### src/rtl/ct_buf_pkg.sv
// Shared constants for the stage-2 Ct buffer sequencer: state encoding and buffer geometry.
package ct_buf_pkg;

    localparam logic [1:0] ST_FILL  = 2'd0;
    localparam logic [1:0] ST_PRIME = 2'd1;
    localparam logic [1:0] ST_DRAIN = 2'd2;

    typedef enum logic [1:0] {
        S_FILL  = ST_FILL,
        S_PRIME = ST_PRIME,
        S_DRAIN = ST_DRAIN
    } ct_buf_state_t;

    localparam int unsigned CT_W      = 18;
    localparam int unsigned CT_LANES  = 16;
    localparam int unsigned CT_DEPTH  = 64;
    localparam int unsigned CT_ADDR_W = 6;
    localparam int unsigned CT_BEATS  = CT_DEPTH / 2;

endpackage

### src/rtl/ct_buf_ptr.sv
// Wrapping pointer: counts 0..MAX on inc, returns to 0 after MAX or on clr.
module ct_buf_ptr #(
    parameter int unsigned MAX = 63,
    parameter int unsigned W   = 6
) (
    input  logic         clk,
    input  logic         reset,
    input  logic         inc,
    input  logic         clr,
    output logic [W-1:0] ptr
);

    always_ff @(posedge clk) begin
        if (!reset) begin
            ptr <= '0;
        end else if (clr) begin
            ptr <= '0;
        end else if (inc) begin
            ptr <= (ptr == W'(MAX)) ? '0 : ptr + W'(1);
        end
    end

endmodule

### src/rtl/stage2_ct_buffer_ctrl.sv
// Fill/prime/drain sequencer for the stage-2 Ct buffer (two read-address RAM copies).
// Optional sticky protocol error flag o_err built when CT_BUF_ERR_FLAG_EN is defined.
module stage2_ct_buffer_ctrl
    import ct_buf_pkg::*;
#(
    parameter int unsigned DEPTH  = CT_DEPTH,
    parameter int unsigned ADDR_W = CT_ADDR_W,
    parameter int unsigned BEATS  = CT_BEATS
) (
    input  logic              clk,
    input  logic              reset,
    input  logic              in_valid,
    output logic              in_ready,
    output logic              buf_wen,
    output logic [ADDR_W-1:0] buf_waddr,
    output logic [ADDR_W-1:0] buf_raddr_0,
    output logic [ADDR_W-1:0] buf_raddr_1,
    input  logic              out_ready,
    output logic              o_valid,
    output logic              o_last,
    output logic              o_frame_done
`ifdef CT_BUF_ERR_FLAG_EN
    ,
    output logic              o_err
`endif
);

    localparam int unsigned RD_W = $clog2(BEATS);

    ct_buf_state_t     state;
    logic [ADDR_W-1:0] wr_ptr;
    logic [RD_W-1:0]   rd_ptr;
    logic              accept;
    logic [ADDR_W:0]   rd_base;
    logic [ADDR_W:0]   rd_next_base;

    assign buf_wen   = in_ready && in_valid;
    assign buf_waddr = wr_ptr;
    assign accept    = o_valid && out_ready;

    ct_buf_ptr #(.MAX(DEPTH - 1), .W(ADDR_W)) u_wr_ptr (
        .clk   (clk),
        .reset (reset),
        .inc   (buf_wen),
        .clr   (state != S_FILL),
        .ptr   (wr_ptr)
    );

    ct_buf_ptr #(.MAX(BEATS - 1), .W(RD_W)) u_rd_ptr (
        .clk   (clk),
        .reset (reset),
        .inc   (accept),
        .clr   (state == S_FILL),
        .ptr   (rd_ptr)
    );

    // Look one beat ahead on accept so the RAM q advances with no bubble; hold under stall.
    assign rd_base      = (ADDR_W + 1)'(rd_ptr) << 1;
    assign rd_next_base = ((ADDR_W + 1)'(rd_ptr) + (ADDR_W + 1)'(1)) << 1;
    assign buf_raddr_0  = ADDR_W'(accept ? rd_next_base : rd_base);
    assign buf_raddr_1  = buf_raddr_0 + ADDR_W'(1);

    always_ff @(posedge clk) begin
        if (!reset) begin
            state        <= S_FILL;
            in_ready     <= 1'b1;
            o_valid      <= 1'b0;
            o_last       <= 1'b0;
            o_frame_done <= 1'b0;
        end else begin
            o_frame_done <= 1'b0;
            case (state)
                S_FILL: begin
                    if (buf_wen && wr_ptr == ADDR_W'(DEPTH - 1)) begin
                        state    <= S_PRIME;
                        in_ready <= 1'b0;
                    end
                end
                S_PRIME: begin
                    state   <= S_DRAIN;
                    o_valid <= 1'b1;
                    o_last  <= 1'b0;
                end
                S_DRAIN: begin
                    if (accept) begin
                        o_last <= (rd_ptr == RD_W'(BEATS - 2));
                        if (o_last) begin
                            state        <= S_FILL;
                            in_ready     <= 1'b1;
                            o_valid      <= 1'b0;
                            o_last       <= 1'b0;
                            o_frame_done <= 1'b1;
                        end
                    end
                end
                default: begin
                    state    <= S_FILL;
                    in_ready <= 1'b1;
                    o_valid  <= 1'b0;
                    o_last   <= 1'b0;
                end
            endcase
        end
    end

`ifdef CT_BUF_ERR_FLAG_EN
    logic o_valid_d;
    logic last_seen;

    // Overrun while not filling, or o_valid dropping without the final beat being taken.
    always_ff @(posedge clk) begin
        if (!reset) begin
            o_err     <= 1'b0;
            o_valid_d <= 1'b0;
            last_seen <= 1'b0;
        end else begin
            o_valid_d <= o_valid;
            if (in_valid && state != S_FILL) begin
                o_err <= 1'b1;
            end
            if (o_valid_d && !o_valid) begin
                if (!last_seen) begin
                    o_err <= 1'b1;
                end
                last_seen <= 1'b0;
            end else if (accept && o_last) begin
                last_seen <= 1'b1;
            end
        end
    end
`endif

endmodule

### config.mk
export PLATFORM = sky130hd
export DESIGN_NAME = stage2_ct_buffer_ctrl
export DESIGN_NICKNAME = d
export VERILOG_FILES = /design/src/rtl/ct_buf_pkg.sv /design/src/rtl/ct_buf_ptr.sv /design/src/rtl/stage2_ct_buffer_ctrl.sv
export SDC_FILE = /design/constraint.sdc
export NUM_CORES = 1
export LEC_CHECK = 0
export CELL_PAD_IN_SITES_DETAIL_PLACEMENT = 0
export CELL_PAD_IN_SITES_GLOBAL_PLACEMENT = 1
export CORE_MARGIN = 2
export CORE_UTILIZATION = 35
export DETAILED_ROUTE_END_ITERATION = 10
export HOLD_SLACK_MARGIN = 0.05
export MAX_ROUTING_LAYER = met4
export PLACE_DENSITY = 0.92
export SLEW_MARGIN = 20
export SYNTH_ARGS = -nofsm -noshare
export SYNTH_HDL_FRONTEND = slang
export SYNTH_SLANG_ARGS = --single-unit
### constraint.sdc
create_clock -name clk -period 3.9 [get_ports clk]
set_input_delay 0.39 -clock clk [delete_from_list [all_inputs] [get_ports clk]]
set_output_delay 0.39 -clock clk [all_outputs]
set_load 0.02 [all_outputs]
==> results.ini, run 1 <==
[outcome]
status=complete, no violations

[critical_path]
crit_path_max_incr_delay_ns=0.60
cp_max_fo=10
end_kind=primary output
r2r-start=u_rd_ptr.ptr[0]$_SDFFE_PP0N_
crit_start=out_ready
reg2reg_slack_ns=2.27
path_buf_inv=2
crit_family=buffers and inverters
path_cells=clkdlybuf4s50_1, nand2_1, or3_1, nand2_1, clkdlybuf4s50_1
crit_path_start_kind=primary input
worstPathRequired_ns=3.51
ff2ff_path_depth=5
endpoint=buf_raddr_1[4]
crit_cells=5
arrival_ns=2.32
cpMaxStageDelayCell=clkdlybuf4s50_1
r2r_end=u_rd_ptr.ptr[4]$_SDFFE_PP0N_
critical_path_class=in2out

[timing]
hold_violations=0
slew_headroom=0.513
fmax_mhz=369
min_period_ns=2.71
rsz0062_at_grt=false
worst_slack_ns=1.19
fin_skew_ns=0.00108
setup_violations=0
tightest_slew_ns=0.723
slew_violations=0
hold-worst-slack_ns=0.508
fin_crit_sh=0.696
finalSetupTns_ns=0

[finish]
antennaDiodeCount=0
design_area_sq_mm=0.00111
final_cells=151
areaGrowthSynthToFinish_pct=27.7
fin_util=0.459
drive_above_1_share=0.0579
finalNetCount=130
fillCellCount=237

[placed_design]
port-buffer-count=24
dp.cells=147
dpl.hpwl_um=1290
pre_cts_ws_ns=1.20
gp_congestion=0.780
placed_area_sq_mm=0.00108

[clocking]
clkLatencyLatePin_ns=0.28
cts_tree=done
cts_resized=0
root_buffer=clkbuf_4
cts_buffer_depth=2
numCtsBuffers=3
cts_num_sinks=17
post_cts_buffers=0
clkTransAtPathRegs_ns=0.09
cts.htree.levels=1
ctsHoldBuffers=0

[global_route]
grt_max_degree=11
grt_pass1_wl_um=2950
grt_pass1_vias=714
antenna_found_initial=0
grt.overflow.total=0
grt_util_all_layers=0.141

[power_and_ir_drop]
leakagePower_nw=0.406
irDropWorstVdd_mv=0.206
power_density_mw_per_mm2=266
total_power_uw=294

[logic_synthesis]
ys_seq_elements=17
synth_fp_nets=109
synth_top_area_frac=0.393
synth_area_leaders=dfxtp_1, a21oi_1, buf_4
yosysMostFrequentCell=dfxtp_1
ys_warn_count=0
synth_top_family_by_area=simple AND/OR/NAND/NOR gates
syn_area_per_cell_sq_um=8.57
synthFlopType=dfxtp_1
syn-cell-area_sq_um=866
synth_top_cell_by_area=dfxtp_1
synth-compound-area-share=0.158
synth.distinct_cells=28
synthAdderAreaFrac=0.0578
synthSimpleGateAreaFrac=0.238
synth_xor_area_frac=0.0405
synth_mux_area_frac=0.0130
ys_seq_area_frac=0.393
synthCells=101
synth-async-reset-ratio=0
synth_commonest_cells=dfxtp_1, a21oi_1, nand2_1
synth_edf_count=0

[drt]
drtIter0Drc=5
drc=0
wl_per_cell_um=11.3
num_vias=762
wl_um=1710
drtAntennaViolNets=0
first_pass_iters=4
viasPerCell=5.05

[floorplan]
die_height_um=53.7
die_x_um=53.7
start_util=0.359
rows=18
core_sq_mm=0.00241
dieArea_sq_mm=0.00289
ioPinCount=27

[run]
cap_violations=0

[hold_path]
worstHoldPathType=reg2reg

placed cells by master (no fill, tap or decap):
| master | instances |
|---|---|
| a21o_1 | 1 |
| or4_1 | 1 |
| dfxtp_1 | 17 |
| a31o_2 | 2 |
| clkbuf_1 | 1 |
| nand3_1 | 7 |
| ha_1 | 4 |
| a211oi_1 | 1 |
| o21ai_0 | 7 |
| clkdlybuf4s50_1 | 24 |
| clkbuf_4 | 3 |
| nand2_1 | 11 |
| inv_1 | 4 |
| nor2b_1 | 1 |
| nor3_1 | 3 |
| xnor2_1 | 2 |
| conb_1 | 2 |
| or3b_1 | 1 |
| xor2_1 | 2 |
| nand4_1 | 1 |
| mux2_2 | 1 |
| or3_1 | 7 |
| a31oi_1 | 1 |
| a21oi_1 | 11 |
| or2b_1 | 1 |
| nor2_1 | 2 |
| o31ai_1 | 1 |
| nor4_4 | 1 |
| and3_1 | 1 |
report_power, final:
part           internal, mW  leakage [nW]  switching, mW
Sequential            0.176         0.137        0.00328
Combinational        0.0106         0.254         0.0128
Clock                0.0397        0.0150         0.0519
Total                 0.226         0.406         0.0679
worst register-to-register path: stages, from the launching register on:
cell     delay (ns)
dfxtp_1        0.37
ha_1           0.25
and3_1         0.19
ha_1           0.26
mux2_2         0.28
nor2b_1        0.14
per-layer routing:
layer	track usage	up-vias	wire length [um]
met4	0.0256	0	10
li1	-	390	-
met3	0.0417	2	120
met1	0.168	345	803
met5	-	-	0
met2	0.238	25	774
how the worst min path moves through the flow:
| stage | endpoint | slack (ns) | start | depth (start not counted) |
|---|---|---|---|---|
| floorplan | o_valid$_SDFFE_PN0P_ | 0.46 | state[1]$_SDFFE_PN0P_ | 1 |
| global placement | u_wr_ptr.ptr[5]$_SDFFE_PP0N_ | 0.48 | u_wr_ptr.ptr[5]$_SDFFE_PP0N_ | 2 |
| detailed placement | state[1]$_SDFFE_PN0P_ | 0.50 | state[1]$_SDFFE_PN0P_ | 1 |
| CTS | o_frame_done$_SDFF_PN0_ | 0.51 | o_last$_SDFFE_PN0P_ | 2 |
| global route | u_wr_ptr.ptr[3]$_SDFFE_PP0N_ | 0.56 | u_wr_ptr.ptr[3]$_SDFFE_PP0N_ | 2 |
| finish | u_wr_ptr.ptr[5]$_SDFFE_PP0N_ | 0.51 | u_wr_ptr.ptr[5]$_SDFFE_PP0N_ | 2 |
kinds of logic (layout without fill, tap and decap cells):
family,count (synthesis),count (layout)
buf+inv,12,32
mux,1,1
xor+xnor,4,4
flops,17,17
fa+ha+maj,4,4
simple gates,37,37
other cells,2,2
compound gates,24,24
sequential cells by signal, indices dropped and copies added, names as in the netlist:
signal        count
o_last            1
u_wr_ptr.ptr      6
o_frame_done      1
u_rd_ptr.ptr      5
o_valid           1
state             2
in_ready          1
layout make-up:
| type | instances | area (sq um) | area share |
|---|---|---|---|
| tap | 30 | 37.5 | 0.0339 |
| clock buffer | 4 | 26.3 | 0.0238 |
| inverter | 4 | 15.0 | 0.0136 |
| timing repair buffer | 24 | 240 | 0.217 |
| sequential | 17 | 340 | 0.308 |
| multi-input combinational | 72 | 447 | 0.404 |
Power figures use the tool's default switching activity.
==> inputs of run 2 (changes only) <==
- CORE_UTILIZATION: 35 -> 29
- PLACE_DENSITY: 0.92 -> 0.83
- clock period: 3.9 -> 2.45 ns (I/O delays scaled with it)
==> run 2 against run 1 <==
Compared with the run above:
- the run now ends with DRC left
- critical endpoint unchanged
- worst setup slack worse by 0.97 ns
- wire length up 4.4%
- largest power group unchanged
- design area up 1.0%
- final cell count up 1.3%
- global-route usage down 2.5 points
==> results.ini, run 2 (synthesis results as in run 1) <==
[placed_design]
dpl.hpwl_um=1360  ; +5.3%
gp_congestion=0.830  ; +6.3%
port-buffer-count=24  ; unchanged
pre_cts_ws_ns=0.206  ; -0.995 ns
dp.cells=149  ; +1.4%

[clocking]
cts_tree=done
ctsHoldBuffers=0  ; unchanged
cts_num_sinks=17  ; unchanged
cts.htree.levels=1  ; unchanged
post_cts_buffers=0  ; unchanged
numCtsBuffers=3  ; unchanged
clkLatencyLatePin_ns=0.29  ; about the same
root_buffer=clkbuf_4
clkTransAtPathRegs_ns=0.10  ; about the same
cts_buffer_depth=2  ; unchanged

[finish]
finalNetCount=131  ; +0.77%
antennaDiodeCount=0  ; unchanged
final_cells=153  ; +1.3%
drive_above_1_share=0.0738  ; +0.0159
areaGrowthSynthToFinish_pct=29.0
final_cell_mix=clkdlybuf4s50_1, dfxtp_1, nand2_1, a21oi_1
reg_top3=u_wr_ptr.ptr: 6 flops, u_rd_ptr.ptr: 5 flops, state: 2 flops
largest_register_ffs=6  ; unchanged
top_register=u_wr_ptr.ptr
final_common_cell=clkdlybuf4s50_1
fillCellCount=314  ; +32%

[critical_path]
cp_max_fo=6  ; -4
crit_family=buffers and inverters
worstPathRequired_ns=2.20  ; -1.31 ns
arrival_ns=1.99  ; -0.33 ns
end_kind=primary output
cpMaxStageDelayCell=clkdlybuf4s50_1
reg2reg_slack_ns=0.86  ; -1.41 ns
crit_path_start_kind=primary input
path_buf_inv=2  ; unchanged
path_cells=clkdlybuf4s50_1, nand2_1, or3_1, nand2_1, clkdlybuf4s50_1
critical_path_class=in2out
crit_path_max_incr_delay_ns=0.61  ; about the same

[global_route]
grt_util_all_layers=0.117  ; -0.0248
grt.overflow.total=0  ; unchanged
grt_pass1_wl_um=3020  ; +2.1%
antenna_found_initial=0  ; unchanged
grt_pass1_vias=703  ; -1.5%
grt_max_degree=11  ; unchanged

[timing]
setup_violations=0  ; unchanged
finalSetupTns_ns=0  ; unchanged
tightest_slew_ns=0.669  ; -0.0539 ns
worst_slack_ns=0.213  ; -0.974 ns
fin_crit_sh=0.913
rsz0062_at_grt=false
slew_violations=0  ; unchanged
fin_skew_ns=0.00742  ; +0.00634 ns
slew_headroom=0.549  ; +0.0363
min_period_ns=2.24
hold_violations=0  ; unchanged
fmax_mhz=447

[floorplan]
dieArea_sq_mm=0.00344  ; +19%
rows=19  ; +1
die_height_um=58.6  ; +9.1%
die_x_um=58.6  ; +9.1%
core_sq_mm=0.00281  ; +16%
start_util=0.309  ; -0.0506
ioPinCount=27  ; unchanged

[hold_path]
worstHoldPathType=reg2reg

[power_and_ir_drop]
power_density_mw_per_mm2=423  ; +59%
total_power_uw=472  ; +61%
leakagePower_nw=0.437  ; +7.5%
irDropWorstVdd_mv=0.358  ; +74%

[run]
cap_violations=0  ; unchanged

[drt]
num_vias=774  ; +1.6%
drc=2  ; +2
drtAntennaViolNets=0  ; unchanged
first_pass_iters=7  ; +3
viasPerCell=5.06  ; +0.25%
wl_um=1790  ; +4.4%
drtIter0Drc=26  ; +21
wl_per_cell_um=11.7  ; +3.1%

[outcome]
violations=DRC
status=finished, violations left

run 2: worst paths after layout:
path / from / end / cells past startpoint
setup / recovery: out_ready / buf_raddr_1[4] / 5
hold / removal: u_wr_ptr.ptr[5]$_SDFFE_PP0N_ / u_wr_ptr.ptr[5]$_SDFFE_PP0N_ / 2
setup reg to reg: u_rd_ptr.ptr[0]$_SDFFE_PP0N_ / u_rd_ptr.ptr[2]$_SDFFE_PP0N_ / 5
hold reg to reg: u_wr_ptr.ptr[5]$_SDFFE_PP0N_ / u_wr_ptr.ptr[5]$_SDFFE_PP0N_ / 2
run 2: cell type report:
class / count / area (sq um) / area share
multi-input cells: 72 / 447 / 0.400
flip-flops and latches: 17 / 340 / 0.305
repair buffers: 25 / 249 / 0.223
well taps: 31 / 38.8 / 0.0347
clock buffers: 3 / 22.5 / 0.0202
inverters: 4 / 15.0 / 0.0134
clock inverters: 1 / 5.00 / 0.00448
run 2: worst register-to-register path: cells and delay by family, from the launching register on:
| family | cells | cell delay [ns] |
|---|---|---|
| AO/OA/AOI/OAI | 1 | 0.14 |
| flip-flops | 1 | 0.37 |
| adder cells (fa/ha/maj) | 2 | 0.47 |
| AND/OR/NAND/NOR | 2 | 0.55 |
run 2: layer usage:
layer / share of wire / wire length, um / track usage / vias up
li1: - / - / - / 391
met1: 0.45 / 810 / 0.140 / 353
met2: 0.47 / 834 / 0.193 / 30
met3: 0.079 / 141 / 0.0462 / 0
met4: 0 / 0 / 0.00974 / 0
met5: 0 / 0 / - / -
run 2: timing repair:
item                                    CTS  global route
gates resized for setup                   1             1
endpoints found under the hold margin     0             0
pin swaps                                 0             0
endpoints found under the setup margin    1             1
run 2: power breakdown:
group	total, mW	leakage (nW)	internal (mW)	switching, mW
clock	0.151	0.0177	0.0607	0.0899
combinational	0.0368	0.282	0.0166	0.0202
sequential	0.285	0.137	0.280	0.00530
run 2: stage by stage:
| stage | cell area [sq um] | hold slack (ns) | utilization |
|---|---|---|---|
| 2_1_floorplan | 866 | 0.360 | - |
| 3_3_place_gp | 1090 | 0.480 | 0.388 |
| 3_5_place_dp | 1090 | 0.492 | 0.388 |
| 4_1_cts | 1110 | 0.509 | 0.397 |
| 5_1_grt | 1120 | 0.544 | 0.398 |
| 6_report | 1120 | 0.505 | 0.398 |
